==> src/rtl/cdc_req_sender.sv <==
// Source-side 4-phase req/ack sender for an enable/data synchronizer; CDC_REQ_SENDER_TIMEOUT_EN adds a per-phase abort (err).
// Latency: data and enable launch on the accept edge; in_ready held low from accept until ack_sync is seen low again.
module cdc_req_sender #(
    parameter int DATA_W      = 1,
    parameter int MIN_HOLD    = 4,
    parameter int TIMEOUT_CYC = 1024
) (
    input  logic              clk,
    input  logic              rst,
    input  logic              in_valid,
    output logic              in_ready,
    input  logic [DATA_W-1:0] in_data,
    output logic [DATA_W-1:0] sync_data,
    output logic              sync_enable,
    input  logic              ack_sync,
    output logic              busy,
    output logic [15:0]       xfer_count,
    output logic              err
);

    localparam int HOLD_W = (MIN_HOLD > 1) ? $clog2(MIN_HOLD) : 1;
    localparam logic [HOLD_W-1:0] HOLD_LAST = HOLD_W'(MIN_HOLD - 1);

    if (MIN_HOLD < 1 || TIMEOUT_CYC < 2) begin : g_param_check
        $error("cdc_req_sender: MIN_HOLD must be >= 1 and TIMEOUT_CYC >= 2");
    end

    typedef enum logic [1:0] {
        IDLE         = 2'd0,
        REQ          = 2'd1,
        WAIT_ACK_LOW = 2'd2
    } state_t;

    state_t              state_q, state_d;
    logic [DATA_W-1:0]   data_q, data_d;
    logic                en_q, en_d;
    logic [HOLD_W-1:0]   hold_q, hold_d;
    logic [15:0]         cnt_q, cnt_d;

    assign in_ready    = (state_q == IDLE) && !ack_sync;
    assign busy        = (state_q != IDLE);
    assign sync_data   = data_q;
    assign sync_enable = en_q;
    assign xfer_count  = cnt_q;

`ifdef CDC_REQ_SENDER_TIMEOUT_EN
    localparam int PH_W = $clog2(TIMEOUT_CYC);
    localparam logic [PH_W-1:0] PH_LAST = PH_W'(TIMEOUT_CYC - 1);

    logic [PH_W-1:0] phase_q, phase_d;
    logic            err_q, err_d;
    state_t          state_n;
    logic            en_n;

    assign err = err_q;
`else
    assign err = 1'b0;
`endif

    always_comb begin
        state_d = state_q;
        data_d  = data_q;
        en_d    = en_q;
        hold_d  = hold_q;
        cnt_d   = cnt_q;
        case (state_q)
            IDLE: begin
                en_d = 1'b0;
                if (in_valid && in_ready) begin
                    data_d  = in_data;
                    en_d    = 1'b1;
                    hold_d  = '0;
                    state_d = REQ;
                end
            end
            REQ: begin
                en_d = 1'b1;
                if (hold_q != HOLD_LAST) begin
                    hold_d = hold_q + HOLD_W'(1);
                end
                // Only the ack level on the hold-expiry cycle counts; earlier ack pulses are ignored.
                if (ack_sync && (hold_q == HOLD_LAST)) begin
                    en_d    = 1'b0;
                    state_d = WAIT_ACK_LOW;
                end
            end
            WAIT_ACK_LOW: begin
                en_d = 1'b0;
                if (!ack_sync) begin
                    cnt_d   = cnt_q + 16'd1;
                    state_d = IDLE;
                end
            end
            default: begin
                en_d    = 1'b0;
                state_d = IDLE;
            end
        endcase
    end

`ifdef CDC_REQ_SENDER_TIMEOUT_EN
    // Abort a phase that has stalled; the word is dropped and xfer_count is left alone.
    always_comb begin
        state_n = state_d;
        en_n    = en_d;
        err_d   = err_q;
        phase_d = phase_q;
        if ((state_q != IDLE) && (state_d == state_q) && (phase_q == PH_LAST)) begin
            state_n = IDLE;
            en_n    = 1'b0;
            err_d   = 1'b1;
        end
        if (state_n != state_q) begin
            phase_d = '0;
        end else if (state_q != IDLE) begin
            phase_d = phase_q + PH_W'(1);
        end
    end
`endif

    always_ff @(posedge clk) begin
        if (!rst) begin
            state_q <= IDLE;
            data_q  <= '0;
            en_q    <= 1'b0;
            hold_q  <= '0;
            cnt_q   <= '0;
`ifdef CDC_REQ_SENDER_TIMEOUT_EN
            phase_q <= '0;
            err_q   <= 1'b0;
`endif
        end else begin
            data_q  <= data_d;
            hold_q  <= hold_d;
            cnt_q   <= cnt_d;
`ifdef CDC_REQ_SENDER_TIMEOUT_EN
            state_q <= state_n;
            en_q    <= en_n;
            phase_q <= phase_d;
            err_q   <= err_d;
`else
            state_q <= state_d;
            en_q    <= en_d;
`endif
        end
    end

endmodule

==> config.mk <==
export PLATFORM = sky130hd
export DESIGN_NAME = cdc_req_sender
export DESIGN_NICKNAME = d
export VERILOG_FILES = /design/src/rtl/cdc_req_sender.sv
export SDC_FILE = /design/constraint.sdc
export NUM_CORES = 1
export LEC_CHECK = 0
export BUFFER_PORTS_ARGS = -buffer_cell sky130_fd_sc_hd__buf_2
export CORE_MARGIN = 4
export CORE_UTILIZATION = 55
export CTS_CLUSTER_DIAMETER = 100
export DETAILED_ROUTE_END_ITERATION = 10
export PLACE_DENSITY = 0.82
export SETUP_SLACK_MARGIN = 0.02
export SYNTH_ARGS = -nofsm -noshare
export SYNTH_HDL_FRONTEND = slang
export SYNTH_SLANG_ARGS = --single-unit
==> constraint.sdc <==
create_clock -name clk -period 2.3 [get_ports clk]
set_clock_uncertainty 0.15 [all_clocks]
set_input_delay 0.345 -clock clk [delete_from_list [all_inputs] [get_ports clk]]
set_output_delay 0.345 -clock clk [all_outputs]
set_load 0.01 [all_outputs]
Word level (Yosys, flattened, before mapping):

Cells that the tools add are included.

* flip-flop bits (word level): 22
* latch bits: 0
* RAM bits: 0
* bits in read-only memories: 0
* output and inout port bits: 21
* memories: 0

* add/sub/neg operators: 2
* multiply operators: 0
* divide/modulo/power cells: 0
* magnitude comparators: 0
* eq/ne operators: 8
* shift-type cells: 0
* muxes and demuxes: 10
* bitwise operators: 1
* reduce and logical (&&, ||, !) cells: 11

Operators with widths (count)
* $add A16 B1 Y16 const B: 1
* $mux W2: 5
* $ne A2 B2 Y1 const B: 4
* $pmux W2 S3: 1
* $reduce_and A3 Y1: 2
* $eq A2 B2 Y1 const B: 2
* $pmux W2 S2: 1
* $reduce_and A2 Y1: 2
* $reduce_bool A2 Y1: 2
* $logic_and A1 B1 Y1: 3
* $add A2 B1 Y2 const B: 1
* $eq A2 B1 Y1 const B: 1
* $logic_not A2 Y1: 1
* $mux W1: 2
* $ne A2 B1 Y1 const B: 1
* $pmux W1 S2: 1
* $logic_not A1 Y1: 1
* $not A1 Y1: 1

Logic depth before layout (Yosys ltp):

Gate-level depths: netlist (run 1).

* depth after elaboration: 5
* mapped depth: 5
* gate-level depth less buffers: 5

Worst setup path after synthesis (run 1):

OpenSTA, ideal clock, no wires.

* kind: reg-to-reg
* from: register cnt_q[0], in the netlist xfer_count[0]
* to: register cnt_q[12], in the netlist xfer_count[12]
* arrival time: 1.397 ns
* slack: 0.680 ns
* cell stages (with the launch flop): 6
* buffers on the path: 0
* clock period less this slack: 1.620 ns
* cell sequence: dfxtp_1 > ha_1 > and4bb_2 > nand3_1 > or3_1 > a21oi_1

* word-level cells in the longest chain between the ends: 1

Ends and longest elaborated chain
* start, declared: RTL line 38 `logic [15:0] cnt_q, cnt_d;`
* start signal, assigned: RTL line 135 `cnt_q <= cnt_d;`
* $add A16 B1 Y16: RTL line 90 `cnt_d = cnt_q + 16'd1;`

No other way between the ends.
A chain may end at the register's enable or synchronous reset.

Worst setup path in the final report (run 1):

* from: register state_q[1]
* to: register cnt_q[13], in the netlist xfer_count[13]

* word-level cells in the longest chain between the ends: 2

Ends and longest elaborated chain
* start, declared: RTL line 34 `state_t state_q, state_d;`
* start signal, assigned: RTL line 142 `state_q <= state_d;`
* $eq A2 B2 Y1: RTL line 66 `case (state_q)`
* $reduce_and A2 Y1 (no line)

No other way between the ends.

==> impl_metrics.tcl, run 1 <==
set metrics [dict create \
    finalCritPeriodShare 0.791 \
    clock_sinks 22 \
    cap_violations 0 \
    syn_to_final_growth_pct 13.6 \
    vias_per_cell 5.58 \
    dp_hpwl_mm 1.62 \
    crit_path_max_incr_delay_ns 0.50 \
    worst_slack_ns 0.482 \
    die-area_um2 2680 \
    grt_max_degree 15 \
    ir_drop_v 0.000423 \
    p_leak_nw 0.517 \
    hold_path_end "sync_data$_SDFFE_PN0P_" \
    ant_nets 0 \
    rows 15 \
    worstSetupPathType "reg -> reg" \
    reg2reg_from "state_q[1]$_SDFFE_PN0P_" \
    synth_cells 117 \
    fin_hold_ws_ns 0.125 \
    place_congestion 0.747 \
    yosysTopAreaCell "dfxtp_1" \
    grt_pass1_vias 849 \
    fin_setup_tns_ns 0 \
    grt_use_total 0.183 \
    clkPwrFrac 0.288 \
    p_switching_mw 0.139 \
    max_freq_ghz 0.550 \
    p_comb_frac 0.063 \
    synth-xor-area-share 0.0747 \
    worstSetupEndpointType "flop" \
    portBuffers 24 \
    initial_utilization 0.598 \
    overflow 0 \
    p_per_area_nw_per_um2 502 \
    status "complete, no violations" \
    dp_slack_ns 0.506 \
    synth-seq-cells 22 \
    clockBufferDepth 2 \
    hold_class "in -> reg" \
    rsz0062_at_grt "no" \
    ys_seq_area_frac 0.418 \
    clock_latency_ns 0.31 \
    synthArstFlopShare 0 \
    min_path_cells 3 \
    drv_slew 0 \
    fp.dieW_um 51.8 \
    yosysWarningCount 0 \
    hold_violations 0 \
    yosys.area_share.simple 0.319 \
    drtIter0Drc 22 \
    worstPathCellList "nor3b_4 -> and3_2 -> nor3b_2 -> mux2i_1" \
    drc 0 \
    dieHeight_um 51.8 \
    synth_top_family_by_area "simple AND/OR/NAND/NOR gates" \
    avgRoutedWirePerCell_um 13.0 \
    seq_power_share 0.648 \
    cp.arrival_ns 1.92 \
    htreeDepth 1 \
    placed_area_um2 1180 \
    dr.pass1.iters 4 \
    synth_nets 124 \
    ctsResizeCount 0 \
    antenna_found_initial 0 \
    ys.flop_type "dfxtp_1" \
    cts_made_buffers 3 \
    p_sw_frac 0.231 \
    ff2ff_path_depth 4 \
    holdBufCountCts 0 \
    finalInstanceArea_um2 1200 \
    slowest_stage "dfxtp_1" \
    synth_cell_type_count 35 \
    synth.avg_cell_area_um2 9.02 \
    cp-start-kind "flop" \
    nFillCells 167 \
    grt_pass1_wl_mm 3.70 \
    wl_mm 2.13 \
    core_um2 1760 \
    cts_setup_buffers 0 \
    cts_tree "built" \
    r2r_slack_ns 0.48 \
    min-delay-start "in_data" \
    p_int_mw 0.463 \
    synth_mux_area_frac 0.0474 \
    setup_viol 0 \
    diodes 0 \
    num_vias 915 \
    netlist.area_leader.share 0.418 \
    synth-edff-count 0 \
    clk_root_buffer_cell "clkbuf_4" \
    netlist_area_um2 1050 \
    min_period_ns 1.82 \
    clk_pin_slew_ns 0.12 \
    io_pins 26 \
    crit_fanout 9 \
    required_ns 2.40 \
    synth-adder-area-share 0.0237 \
    layout-drive-gt1-share 0.252 \
    synth_area_leaders "dfxtp_1 (42%), xor2_1 (5.8%), nor2_1 (5.7%), mux2i_1 (4.7%), nand4_1 (4.7%)" \
    fin_nets 148 \
    r2r-end "xfer_count[13]$_SDFFE_PN0P_" \
    synth_compound_area_frac 0.0676 \
]
==> Yosys cell counts, drive strengths merged (2+ instances only) <==
library cell	instances
a21oi	5
and3	5
and4bb	2
buf	3
clkbuf	3
dfxtp	22
ha	2
inv	2
mux2i	5
nand2	7
nand2b	3
nand3	4
nand4	8
nor2	16
nor2b	3
nor3	2
nor3b	3
o21bai	2
xnor2	2
xor2	7
==> state kept, by name (all words and copies together) (netlist names) <==
signal,cells
hold_q,2
sync_data,1
state_q,2
xfer_count,16
sync_enable,1
==> stage by stage <==
| step | utilization | total power, mW | cells |
|---|---|---|---|
| floorplan | - | 0.426 | 117 |
| global placement | 0.667 | 0.436 | 161 |
| detailed placement | 0.667 | 0.438 | 161 |
| CTS | 0.679 | 0.609 | 164 |
| global route | 0.679 | 0.633 | 164 |
| finish | 0.679 | 0.602 | 164 |
==> worst max-delay path by stage <==
stage | from | end | slack (ns) | depth (start not counted)
3_3_place_gp | state_q[1]$_SDFFE_PN0P_ | xfer_count[13]$_SDFFE_PN0P_ | 0.59 | 4
6_report | state_q[1]$_SDFFE_PN0P_ | xfer_count[13]$_SDFFE_PN0P_ | 0.48 | 4
5_1_grt | state_q[1]$_SDFFE_PN0P_ | xfer_count[14]$_SDFFE_PN0P_ | 0.29 | 4
2_1_floorplan | xfer_count[0]$_SDFFE_PN0P_ | xfer_count[12]$_SDFFE_PN0P_ | 0.68 | 5
4_1_cts | state_q[1]$_SDFFE_PN0P_ | xfer_count[13]$_SDFFE_PN0P_ | 0.48 | 4
3_5_place_dp | state_q[1]$_SDFFE_PN0P_ | xfer_count[13]$_SDFFE_PN0P_ | 0.51 | 4
==> layout make-up <==
| type | count | area, um2 | area share |
|---|---|---|---|
| clock buffer | 3 | 22.5 | 0.0188 |
| inverter | 3 | 11.3 | 0.00939 |
| multi-input combinational | 86 | 566 | 0.472 |
| sequential | 22 | 440 | 0.367 |
| tap | 25 | 31.3 | 0.0261 |
| timing repair buffer | 25 | 128 | 0.106 |
==> worst max-delay path, delay by kind of cell (launching register included) <==
family	cells	cell delay (ns)
DFF	1	0.50
muxes	1	0.19
and+or+nand+nor	3	0.92
==> kinds of logic after synthesis <==
kind of cell,Yosys count
adders and majority gates,2
buffers and inverters,9
DFF,22
xor gates and xnor gates,9
muxes,5
and+or+nand+nor,58
other,1
AOI/OAI and AO/OA,11
==> layout by cell type (no fill, tap or decap), types with 4 or more instances in the layout <==
cell type / instances
a21oi_1: 5
and3_1: 4
buf_2: 24
dfxtp_1: 22
mux2i_1: 5
nand2_1: 7
nand3_1: 4
nand4_1: 8
nor2_1: 16
xor2_1: 7
==> power by group through the flow <==
| stage | Combinational [mW] | Clock (mW) | Sequential [mW] |
|---|---|---|---|
| final | 0.0382 | 0.174 | 0.390 |
| after global routing | 0.0433 | 0.198 | 0.392 |
| after CTS | 0.0386 | 0.180 | 0.391 |
| after detailed placement | 0.0384 | 0 | 0.399 |
| after global placement | 0.0369 | 0 | 0.399 |
| after floorplan | 0.0288 | 0 | 0.397 |
==> layer usage <==
layer / global-route usage / routed length [um] / vias to the layer above
met1: 0.212 / 950 / 422
met5: 0 / 0 / -
met2: 0.316 / 1020 / 33
li1: - / - / 455
met4: 0.0524 / 25 / 0
met3: 0.0659 / 143 / 5
Note: power is estimated with default switching activity, not from simulation.
==> run 2, diff against run 1 <==
ABC_AREA = 1   (was unset)
CORE_UTILIZATION = 52   (was 55)
PLACE_DENSITY = 0.77   (was 0.82)
clock period = 1.8 ns   (was 2.3 ns; I/O delays follow)
==> impl_metrics.tcl, run 2 <==
set metrics [dict create \
    synth.avg_cell_area_um2 6.58 \
    core_um2 2000 \
    io_pins 26 \
    grt_pass1_vias 1076 \
    place_congestion 0.877 \
    fp.dieW_um 54.4 \
    cp.arrival_ns 1.16 \
    largest_register_ff_count 16 \
    worst_slack_ns 0.224 \
    drv_slew 0 \
    max_freq_ghz 0.634 \
    place_inst 219 \
    holdBufCountCts 0 \
    ys_seq_area_frac 0.394 \
    cp-start-kind "flop" \
    cts_tree "built" \
    ctsResizeCount 0 \
    synth-edff-count 0 \
    yosysTopAreaCell "dfxtp_1" \
    r2r-end "xfer_count[6]$_SDFFE_PN0P_" \
    synth_cell_type_count 20 \
    synthMostInstantiatedCell "nand2_1" \
    portBuffers 24 \
    dp_slack_ns 0.302 \
    p_per_area_nw_per_um2 655 \
    use_met2 0.376 \
    reg2reg_from "xfer_count[0]$_SDFFE_PN0P_" \
    layout-drive-gt1-share 0.209 \
    use_met3 0.0354 \
    rsz0062_at_grt "no" \
    yosysWarningCount 0 \
    use_met1 0.235 \
    clk_root_buffer_cell "clkbuf_4" \
    gr-max-usage-layer "met2" \
    syn_to_final_growth_pct 15.9 \
    setup_viol 0 \
    dr.pass1.iters 6 \
    die-area_um2 2960 \
    crit_fanout 5 \
    clock_latency_ns 0.30 \
    finalCritPeriodShare 0.876 \
    drc 0 \
    dp_hpwl_mm 1.98 \
    clock_sinks 22 \
    vias_per_cell 5.16 \
    synth_area_leaders "dfxtp_1 (39%), nand2_1 (13%), nor2_1 (11%), inv_1 (6.0%), nand3_1 (5.8%)" \
    ant_nets 0 \
    r2r_slack_ns 0.28 \
    hold_violations 0 \
    htreeDepth 1 \
    synthArstFlopShare 0 \
    mostFrequentLayoutCells "nand2_1 (38), nor2_1 (34), buf_2 (24)" \
    min_path_cells 3 \
    grt_use_total 0.201 \
    synth_nets 177 \
    netlist.area_leader.share 0.394 \
    stdcell_count 223 \
    netlist_area_um2 1120 \
    worstSetupEndpointType "primary output" \
    cts_made_buffers 3 \
    ir_drop_v 0.000585 \
    finalInstanceArea_um2 1300 \
    hold_path_end "sync_data$_SDFFE_PN0P_" \
    grt_pass1_wl_mm 4.43 \
    synth_cells 170 \
    num_vias 1150 \
    p_leak_nw 0.589 \
    status "complete, no violations" \
    cap_violations 0 \
    grt_max_degree 16 \
    overflow 0 \
    avgRoutedWirePerCell_um 11.3 \
    synthTopCellsByCount "nand2_1 (38), nor2_1 (34), dfxtp_1 (22), inv_1 (18), nand3_1 (13)" \
    ff2ff_path_depth 6 \
    fin_setup_tns_ns 0 \
    dieHeight_um 54.4 \
    placed_area_um2 1260 \
    synth-seq-cells 22 \
    min_period_ns 1.58 \
    diodes 0 \
    ys.flop_type "dfxtp_1" \
    clk_pin_slew_ns 0.12 \
    clockBufferDepth 2 \
    wl_mm 2.52 \
    drtIter0Drc 24 \
    worstSetupPathType "reg -> out" \
    cts_setup_buffers 0 \
    hold_class "in -> reg" \
    rows 16 \
    required_ns 1.38 \
    antenna_found_initial 0 \
    final_common_cell "nand2_1" \
    min-delay-start "in_data" \
    initial_utilization 0.559 \
    fin_nets 204 \
    p_total_mw 0.849 \
]
[run 2: cell count changes after synthesis, sizes merged, moves of 5 or more]
cell / delta
a21oi: +6
and3: -5
inv: +20
mux2i: -5
nand2: +32
nand3: +10
nor2: +23
o21ai: +5
xor2: -6
[run 2: critical path: stages (launching register included)]
cell     delay [ns]
dfxtp_1        0.37
nor2_1         0.16
inv_1          0.07
nor2_1         0.12
buf_2          0.15
[run 2: worst max path at each step]
stage          cells after the start  slack, ns                     endpoint                        from
2_1_floorplan                      6       0.39   xfer_count[6]$_SDFFE_PN0P_  xfer_count[0]$_SDFFE_PN0P_
3_3_place_gp                       6       0.36   xfer_count[6]$_SDFFE_PN0P_  xfer_count[0]$_SDFFE_PN0P_
3_5_place_dp                       6       0.30   xfer_count[6]$_SDFFE_PN0P_  xfer_count[0]$_SDFFE_PN0P_
4_1_cts                            4       0.21                     in_ready     state_q[1]$_SDFFE_PN0P_
5_1_grt                            7       0.08  xfer_count[14]$_SDFFE_PN0P_  xfer_count[0]$_SDFFE_PN0P_
6_report                           4       0.22                     in_ready     state_q[1]$_SDFFE_PN0P_
[run 2: logic make-up (layout without fill, tap and decap cells)]
logic type | after synthesis | after routing | share of synthesized area
compound gates | 17 | 17 | 0.0794
simple gates | 102 | 102 | 0.402
xor+xnor | 1 | 1 | 0.00783
buf+inv | 25 | 51 | 0.0917
flops | 22 | 22 | 0.394
fa+ha+maj | 2 | 2 | 0.0224
other cells | 1 | 1 | 0.00335
[run 2: per-stage QoR]
stage / hold WS, ns / util
floorplan: 0.244 / -
global placement: 0.307 / 0.629
detailed placement: 0.326 / 0.629
CTS: 0.0701 / 0.648
global route: 0.0848 / 0.648
finish: 0.0782 / 0.648
[run 2: area by class of cell]
type	instances	area, um2
Clock buffer	4	36.3
Fill cell	203	706
Inverter	22	82.6
Multi-Input combinational cell	123	576
Sequential cell	22	440
Tap cell	27	33.8
Timing Repair Buffer	25	128
[run 2: per-layer routing]
| metal | vias up | share of wire |
|---|---|---|
| met5 | - | 0 |
| met4 | 0 | 0.0052 |
| met3 | 2 | 0.047 |
| met2 | 32 | 0.52 |
| met1 | 520 | 0.42 |
| li1 | 596 | - |
[run 2: report_power, final]
group          total [mW]  internal (mW)  switching [mW]
Clock               0.271          0.123           0.148
Combinational      0.0727         0.0250          0.0477
Sequential          0.505          0.499         0.00657
Total               0.849          0.647           0.202
